===== config.mk =====
export PLATFORM = sky130hd
export DESIGN_NAME = uart_echo_top
export DESIGN_NICKNAME = d
export VERILOG_FILES = /design/src/rtl/uart_echo_top.sv
export SDC_FILE = /design/constraint.sdc
export NUM_CORES = 1
export LEC_CHECK = 0
export ABC_AREA = 1
export CORE_ASPECT_RATIO = 0.8
export CORE_UTILIZATION = 45
export CTS_BUF_LIST = sky130_fd_sc_hd__clkbuf_16
export CTS_CLUSTER_SIZE = 24
export DETAILED_ROUTE_END_ITERATION = 10
export PLACE_DENSITY = 0.6
export SLEW_MARGIN = 20
export SYNTH_ARGS = -nofsm -noshare
export SYNTH_HDL_FRONTEND = slang
export SYNTH_SLANG_ARGS = --single-unit
export TNS_END_PERCENT = 1

===== constraint.sdc =====
create_clock -name sys_clk -period 1.8 [get_ports sys_clk]
set_input_delay 0.54 -clock sys_clk [delete_from_list [all_inputs] [get_ports sys_clk]]
set_output_delay 0.54 -clock sys_clk [all_outputs]
set_load 0.02 [all_outputs]

===== src/rtl/uart_echo_top.sv =====
// UART loopback: 8N1 receiver -> small byte FIFO -> 8N1 transmitter.
// Every correctly framed byte seen on RsRx is re-sent unchanged on RsTx.
module uart_echo_top #(
   parameter int unsigned CLKS_PER_BIT = 20,
   parameter int unsigned FIFO_DEPTH   = 4
) (
   input  logic sys_clk,
   input  logic sw_0,
   input  logic RsRx,
   output logic RsTx
);

   localparam int unsigned CntW  = $clog2(CLKS_PER_BIT);
   localparam int unsigned AddrW = (FIFO_DEPTH > 1) ? $clog2(FIFO_DEPTH) : 1;
   localparam logic [CntW-1:0] BitLast  = CntW'(CLKS_PER_BIT - 1);
   localparam logic [CntW-1:0] HalfLast = CntW'(CLKS_PER_BIT / 2 - 1);

   typedef enum logic [1:0] {RxIdle, RxStart, RxData, RxStop} rx_state_e;
   typedef enum logic [1:0] {TxIdle, TxStart, TxData, TxStop} tx_state_e;

   // Input synchroniser, reset to the line idle level
   logic rx_meta_q, rx_s_q;

   always_ff @(posedge sys_clk) begin
      if (sw_0) begin
         rx_meta_q <= 1'b1;
         rx_s_q    <= 1'b1;
      end else begin
         rx_meta_q <= RsRx;
         rx_s_q    <= rx_meta_q;
      end
   end

   // Receiver
   rx_state_e       rx_state_q, rx_state_d;
   logic [CntW-1:0] rx_cnt_q, rx_cnt_d;
   logic [2:0]      rx_bit_q, rx_bit_d;
   logic [7:0]      rx_shift_q, rx_shift_d;
   logic            rx_ferr_q, rx_ferr_d;
   logic            rx_valid_q, rx_valid_d;

   always_comb begin
      rx_state_d = rx_state_q;
      rx_cnt_d   = rx_cnt_q;
      rx_bit_d   = rx_bit_q;
      rx_shift_d = rx_shift_q;
      rx_ferr_d  = rx_ferr_q;
      rx_valid_d = 1'b0;
      unique case (rx_state_q)
         RxIdle: begin
            if (!rx_s_q) begin
               rx_state_d = RxStart;
               rx_cnt_d   = '0;
            end
         end
         RxStart: begin
            if (rx_cnt_q == HalfLast) begin
               rx_cnt_d   = '0;
               rx_bit_d   = '0;
               rx_state_d = rx_s_q ? RxIdle : RxData;
            end else begin
               rx_cnt_d = rx_cnt_q + 1'b1;
            end
         end
         RxData: begin
            if (rx_cnt_q == BitLast) begin
               rx_cnt_d   = '0;
               rx_shift_d = {rx_s_q, rx_shift_q[7:1]};
               rx_bit_d   = rx_bit_q + 1'b1;
               if (rx_bit_q == 3'd7) begin
                  rx_state_d = RxStop;
               end
            end else begin
               rx_cnt_d = rx_cnt_q + 1'b1;
            end
         end
         RxStop: begin
            // After a low stop sample, keep waiting for the line to go idle
            if (rx_ferr_q || (rx_cnt_q == BitLast)) begin
               if (rx_s_q) begin
                  rx_valid_d = !rx_ferr_q;
                  rx_ferr_d  = 1'b0;
                  rx_cnt_d   = '0;
                  rx_state_d = RxIdle;
               end else begin
                  rx_ferr_d = 1'b1;
               end
            end else begin
               rx_cnt_d = rx_cnt_q + 1'b1;
            end
         end
         default: rx_state_d = RxIdle;
      endcase
   end

   always_ff @(posedge sys_clk) begin
      if (sw_0) begin
         rx_state_q <= RxIdle;
         rx_cnt_q   <= '0;
         rx_bit_q   <= '0;
         rx_shift_q <= '0;
         rx_ferr_q  <= 1'b0;
         rx_valid_q <= 1'b0;
      end else begin
         rx_state_q <= rx_state_d;
         rx_cnt_q   <= rx_cnt_d;
         rx_bit_q   <= rx_bit_d;
         rx_shift_q <= rx_shift_d;
         rx_ferr_q  <= rx_ferr_d;
         rx_valid_q <= rx_valid_d;
      end
   end

   // Byte FIFO; the extra pointer bit separates full from empty
   logic [7:0]     fifo_mem_q [FIFO_DEPTH];
   logic [AddrW:0] wr_ptr_q, rd_ptr_q;
   logic           fifo_empty, fifo_full, fifo_push, fifo_pop;
   logic [7:0]     fifo_rdata;

   assign fifo_empty = (wr_ptr_q == rd_ptr_q);
   assign fifo_full  = (wr_ptr_q[AddrW] != rd_ptr_q[AddrW]) &&
                       (wr_ptr_q[AddrW-1:0] == rd_ptr_q[AddrW-1:0]);
   // A pop in the same cycle frees the slot, so a full FIFO can still accept
   assign fifo_push  = rx_valid_q && (!fifo_full || fifo_pop);
   assign fifo_rdata = fifo_mem_q[rd_ptr_q[AddrW-1:0]];

   always_ff @(posedge sys_clk) begin
      if (sw_0) begin
         wr_ptr_q <= '0;
         rd_ptr_q <= '0;
      end else begin
         if (fifo_push) begin
            wr_ptr_q <= wr_ptr_q + 1'b1;
         end
         if (fifo_pop) begin
            rd_ptr_q <= rd_ptr_q + 1'b1;
         end
      end
   end

   always_ff @(posedge sys_clk) begin
      if (fifo_push) begin
         fifo_mem_q[wr_ptr_q[AddrW-1:0]] <= rx_shift_q;
      end
   end

   // Transmitter; the line level is registered one cycle behind the state
   tx_state_e       tx_state_q, tx_state_d;
   logic [CntW-1:0] tx_cnt_q, tx_cnt_d;
   logic [2:0]      tx_bit_q, tx_bit_d;
   logic [7:0]      tx_shift_q, tx_shift_d;
   logic            tx_q, tx_d;

   always_comb begin
      tx_state_d = tx_state_q;
      tx_cnt_d   = tx_cnt_q;
      tx_bit_d   = tx_bit_q;
      tx_shift_d = tx_shift_q;
      tx_d       = 1'b1;
      fifo_pop   = 1'b0;
      unique case (tx_state_q)
         TxIdle: begin
            if (!fifo_empty) begin
               fifo_pop   = 1'b1;
               tx_shift_d = fifo_rdata;
               tx_cnt_d   = '0;
               tx_state_d = TxStart;
            end
         end
         TxStart: begin
            tx_d = 1'b0;
            if (tx_cnt_q == BitLast) begin
               tx_cnt_d   = '0;
               tx_bit_d   = '0;
               tx_state_d = TxData;
            end else begin
               tx_cnt_d = tx_cnt_q + 1'b1;
            end
         end
         TxData: begin
            tx_d = tx_shift_q[0];
            if (tx_cnt_q == BitLast) begin
               tx_cnt_d   = '0;
               tx_shift_d = {1'b0, tx_shift_q[7:1]};
               tx_bit_d   = tx_bit_q + 1'b1;
               if (tx_bit_q == 3'd7) begin
                  tx_state_d = TxStop;
               end
            end else begin
               tx_cnt_d = tx_cnt_q + 1'b1;
            end
         end
         TxStop: begin
            if (tx_cnt_q == BitLast) begin
               tx_cnt_d = '0;
               // Chain straight into the next frame with no idle cycle
               if (!fifo_empty) begin
                  fifo_pop   = 1'b1;
                  tx_shift_d = fifo_rdata;
                  tx_state_d = TxStart;
               end else begin
                  tx_state_d = TxIdle;
               end
            end else begin
               tx_cnt_d = tx_cnt_q + 1'b1;
            end
         end
         default: tx_state_d = TxIdle;
      endcase
   end

   always_ff @(posedge sys_clk) begin
      if (sw_0) begin
         tx_state_q <= TxIdle;
         tx_cnt_q   <= '0;
         tx_bit_q   <= '0;
         tx_shift_q <= '0;
         tx_q       <= 1'b1;
      end else begin
         tx_state_q <= tx_state_d;
         tx_cnt_q   <= tx_cnt_d;
         tx_bit_q   <= tx_bit_d;
         tx_shift_q <= tx_shift_d;
         tx_q       <= tx_d;
      end
   end

   assign RsTx = tx_q;

endmodule


==> flow_summary.yaml <==
setup_path:
  timing.critical_path.to_type: "output port"
  cp.buffers_inverters: 1
  critPathTopFamily: "buffers and inverters"
  slowest_stage: "sky130_fd_sc_hd__clkdlybuf4s50_1"
  worst_ep_arrival_time_ps: 1220
  crit_path_max_fo: 1
  worstPathCellList: "clkdlybuf4s50_1"
  req_time_crit_path_ps: 1260
  crit_path_max_incr_delay_ps: 590
  timing_worst_setup_path_type: "register to output port"
  setup.worst_path.start_class: "register"
routing:
  vias_per_cell: 4.852
  vias: 2751
  ant_nets: 0
  finalWirelength_mm: 7.178
  wire_per_inst_um: 12.66
  detail_route.first_pass.iterations: 4
  detail_route.drc_violations: 0
  initialDrtViolationCount: 142
die:
  top_level_port_count: 4
  floorplan.rows: 29
  placeableCoreArea_um2: 7946
  die_w_um: 103.4
  floorplan.die.height_um: 83.14
  starting_density: 0.4661
  die-area_um2: 8599
finish:
  antennaDiodeCount: 0
  mostFrequentLayoutCell: "sky130_fd_sc_hd__nand2_1"
  stdcell_area_um2: 4217
  layout_common_cells: "sky130_fd_sc_hd__nand2_1, sky130_fd_sc_hd__nor2_1, sky130_fd_sc_hd__dfxtp_1"
  finish.net_count: 475
  layout-drive-gt1-share: 0.1220
  area_growth_syn_to_layout_pct: 13.85
  post_layout_nonfiller_instances: 567
timing:
  min_period_over_period: 0.9792
  timing_max_transition_violations_final: 0
  final-hold-violation-count: 0
  fin_crit_ps: 1763
  slew_at_the_pin_closest_to_its_max_slew_limit_ps: 409.6
  worst_hold_slack_ps: 423.6
  setup_violations: 0
  fmax_mhz: 567.3
  maxSlewHeadroom: 0.7259
  finalClockSkew_ps: 7.226
  grt_setup_unrepaired: "true"
grt:
  grt_pass1_vias: 2623
  antenna_found_initial: 0
  global_route.usage.met1: 0.2546
  grt_first_pass_wirelength_mm: 11.99
  grt_start_max_net_pins: 17
  grt_remaining_overflow: 0
  globalRouteMet3Util: 0.05808
  total_grt_usage: 0.1867
  global_route.usage.met2: 0.2787
  grt_busiest_layer: "met2"
min_path:
  hp-class: "register to register"
clock_tree:
  tritoncts.num_buffers: 9
  holdBufCountCts: 0
  cts_tree: "done"
  cts_root_buf: "sky130_fd_sc_hd__clkbuf_16"
  cts_h_tree_lvls: 3
  cts.sink_count: 81
  worstSkewPairLatency_ps: 330
  cts.clk_slew.worst_paths_ps: 60
  clockBufferDepth: 2
synthesis:
  netlist_instances: 435
  ys_warn_count: 0
  netlist_area_um2: 3704
  synth_async_sr_flop_share: 0
  netlist-cell-type-count: 34
  synth_edf_count: 32
  synth.net_count: 456
  ys_dominant_reg_cell: "sky130_fd_sc_hd__dfxtp_1"
  post_synth.cell_area_avg_um2: 8.514
  synth.yosys.seq_area_share: 0.5243
  synth_seq_cells: 81
placed_design:
  dp.final_hpwl_mm: 5.046
  place_inst: 551
  gpl.final_weighted_congestion: 0.8863
  standard_cell_area_after_detailed_placement_um2: 3919
  io_buffer_count: 3
run_status:
  status: "completed"
power_and_ir_drop:
  powerDensity_nw_per_um2: 1224
  leakage_nw: 1.713
  vdd.ir_drop.worst_mv: 0.5390
  overall_power_mw: 5.159
job:
  count_of_maximum_capacitance_violations: 0
==> cells in the mapped netlist, types with 2 or more instances <==
cell type | number | share of area
sky130_fd_sc_hd__a21oi_1 | 31 | 0.042
sky130_fd_sc_hd__buf_2 | 3 | 0.0041
sky130_fd_sc_hd__buf_4 | 2 | 0.0041
sky130_fd_sc_hd__clkbuf_1 | 4 | 0.0041
sky130_fd_sc_hd__dfxtp_1 | 49 | 0.26
sky130_fd_sc_hd__edfxtp_1 | 32 | 0.26
sky130_fd_sc_hd__ha_1 | 18 | 0.061
sky130_fd_sc_hd__inv_1 | 38 | 0.039
sky130_fd_sc_hd__inv_2 | 2 | 0.0020
sky130_fd_sc_hd__nand2_1 | 101 | 0.10
sky130_fd_sc_hd__nand2_2 | 4 | 0.0068
sky130_fd_sc_hd__nand3_1 | 17 | 0.023
sky130_fd_sc_hd__nand4_1 | 4 | 0.0068
sky130_fd_sc_hd__nor2_1 | 60 | 0.061
sky130_fd_sc_hd__nor2_2 | 3 | 0.0051
sky130_fd_sc_hd__nor3_1 | 2 | 0.0027
sky130_fd_sc_hd__o21ai_0 | 40 | 0.054
sky130_fd_sc_hd__or2_2 | 6 | 0.010
sky130_fd_sc_hd__xor2_1 | 4 | 0.0095
==> report_power, final <==
part / total [mW] / internal [mW] / leakage, nW / switching (mW)
logic: 1.28 / 0.464 / 0.882 / 0.814
registers: 2.14 / 2.05 / 0.695 / 0.0857
clock network: 1.74 / 1.06 / 0.136 / 0.686
total: 5.16 / 3.57 / 1.71 / 1.59
==> registers in the layout, indices dropped and copies added (netlist names), 2 cells and up, named ones only <==
| signal | flops |
|---|---|
| wr_ptr_q | 3 |
| tx_bit_q | 3 |
| rd_ptr_q | 3 |
| tx_cnt_q | 5 |
| rx_cnt_q | 5 |
| rx_bit_q | 3 |
| tx_state_q | 2 |
| rx_shift_q | 8 |
| tx_shift_q | 8 |
| fifo_mem_q | 32 |
==> metal layers <==
metal,wire length [µm],share of wire,vias up
li1,-,-,1457
met5,0,0,-
met1,3605,0.50,1245
met3,259,0.036,8
met4,98,0.014,0
met2,3214,0.45,41
==> area by class of cell <==
type / instances / area [µm²]
fill: 725 / 3730
tap: 108 / 135.1
inverter: 41 / 153.9
timing repair buffer: 19 / 150.1
multi-input combinational: 302 / 1545
clock buffer: 9 / 225.2
sequential: 81 / 1944
clock inverter: 7 / 62.56
==> through the flow <==
step / setup WS [ps] / util / TNS, ps
6_report: 37.39 / 0.5306 / 0
2_1_floorplan: -100.2 / - / -3207
3_3_place_gp: 53.06 / 0.4932 / 0
4_1_cts: 20.40 / 0.5295 / 0
3_5_place_dp: -13.64 / 0.4932 / -107.6
5_1_grt: -26.51 / 0.5306 / -634.2
==> cell families after synthesis <==
kind of cell	share of synthesized area
AOI/OAI and AO/OA	0.1095
and+or+nand+nor	0.2287
xor gates and xnor gates	0.01622
adders and majority gates	0.06081
buffers and inverters	0.06047
DFF	0.5243
==> repair_timing <==
action | 4_1_cts | 5_1_grt
endpoints found under the setup margin | 8 | 41
gates resized for setup | 1 | 5
pin swaps | 0 | 0
setup buffers | 0 | 0
hold endpoints to repair | 0 | 0
==> path summary, 6_finish.rpt <==
path / endpoint / cells past startpoint / slack, ps / startpoint
max: RsTx / 1 / 40 / RsTx$_SDFF_PP1_
min: rx_s_q$_SDFF_PP1_ / 1 / 420 / rx_meta_q$_SDFF_PP1_
max reg2reg: fifo_mem_q[3][6]$_DFFE_PP_ / 10 / 90 / tx_cnt_q[1]$_SDFFE_PP0P_
min reg2reg: rx_s_q$_SDFF_PP1_ / 1 / 420 / rx_meta_q$_SDFF_PP1_
Power figures use the tool's default switching activity.
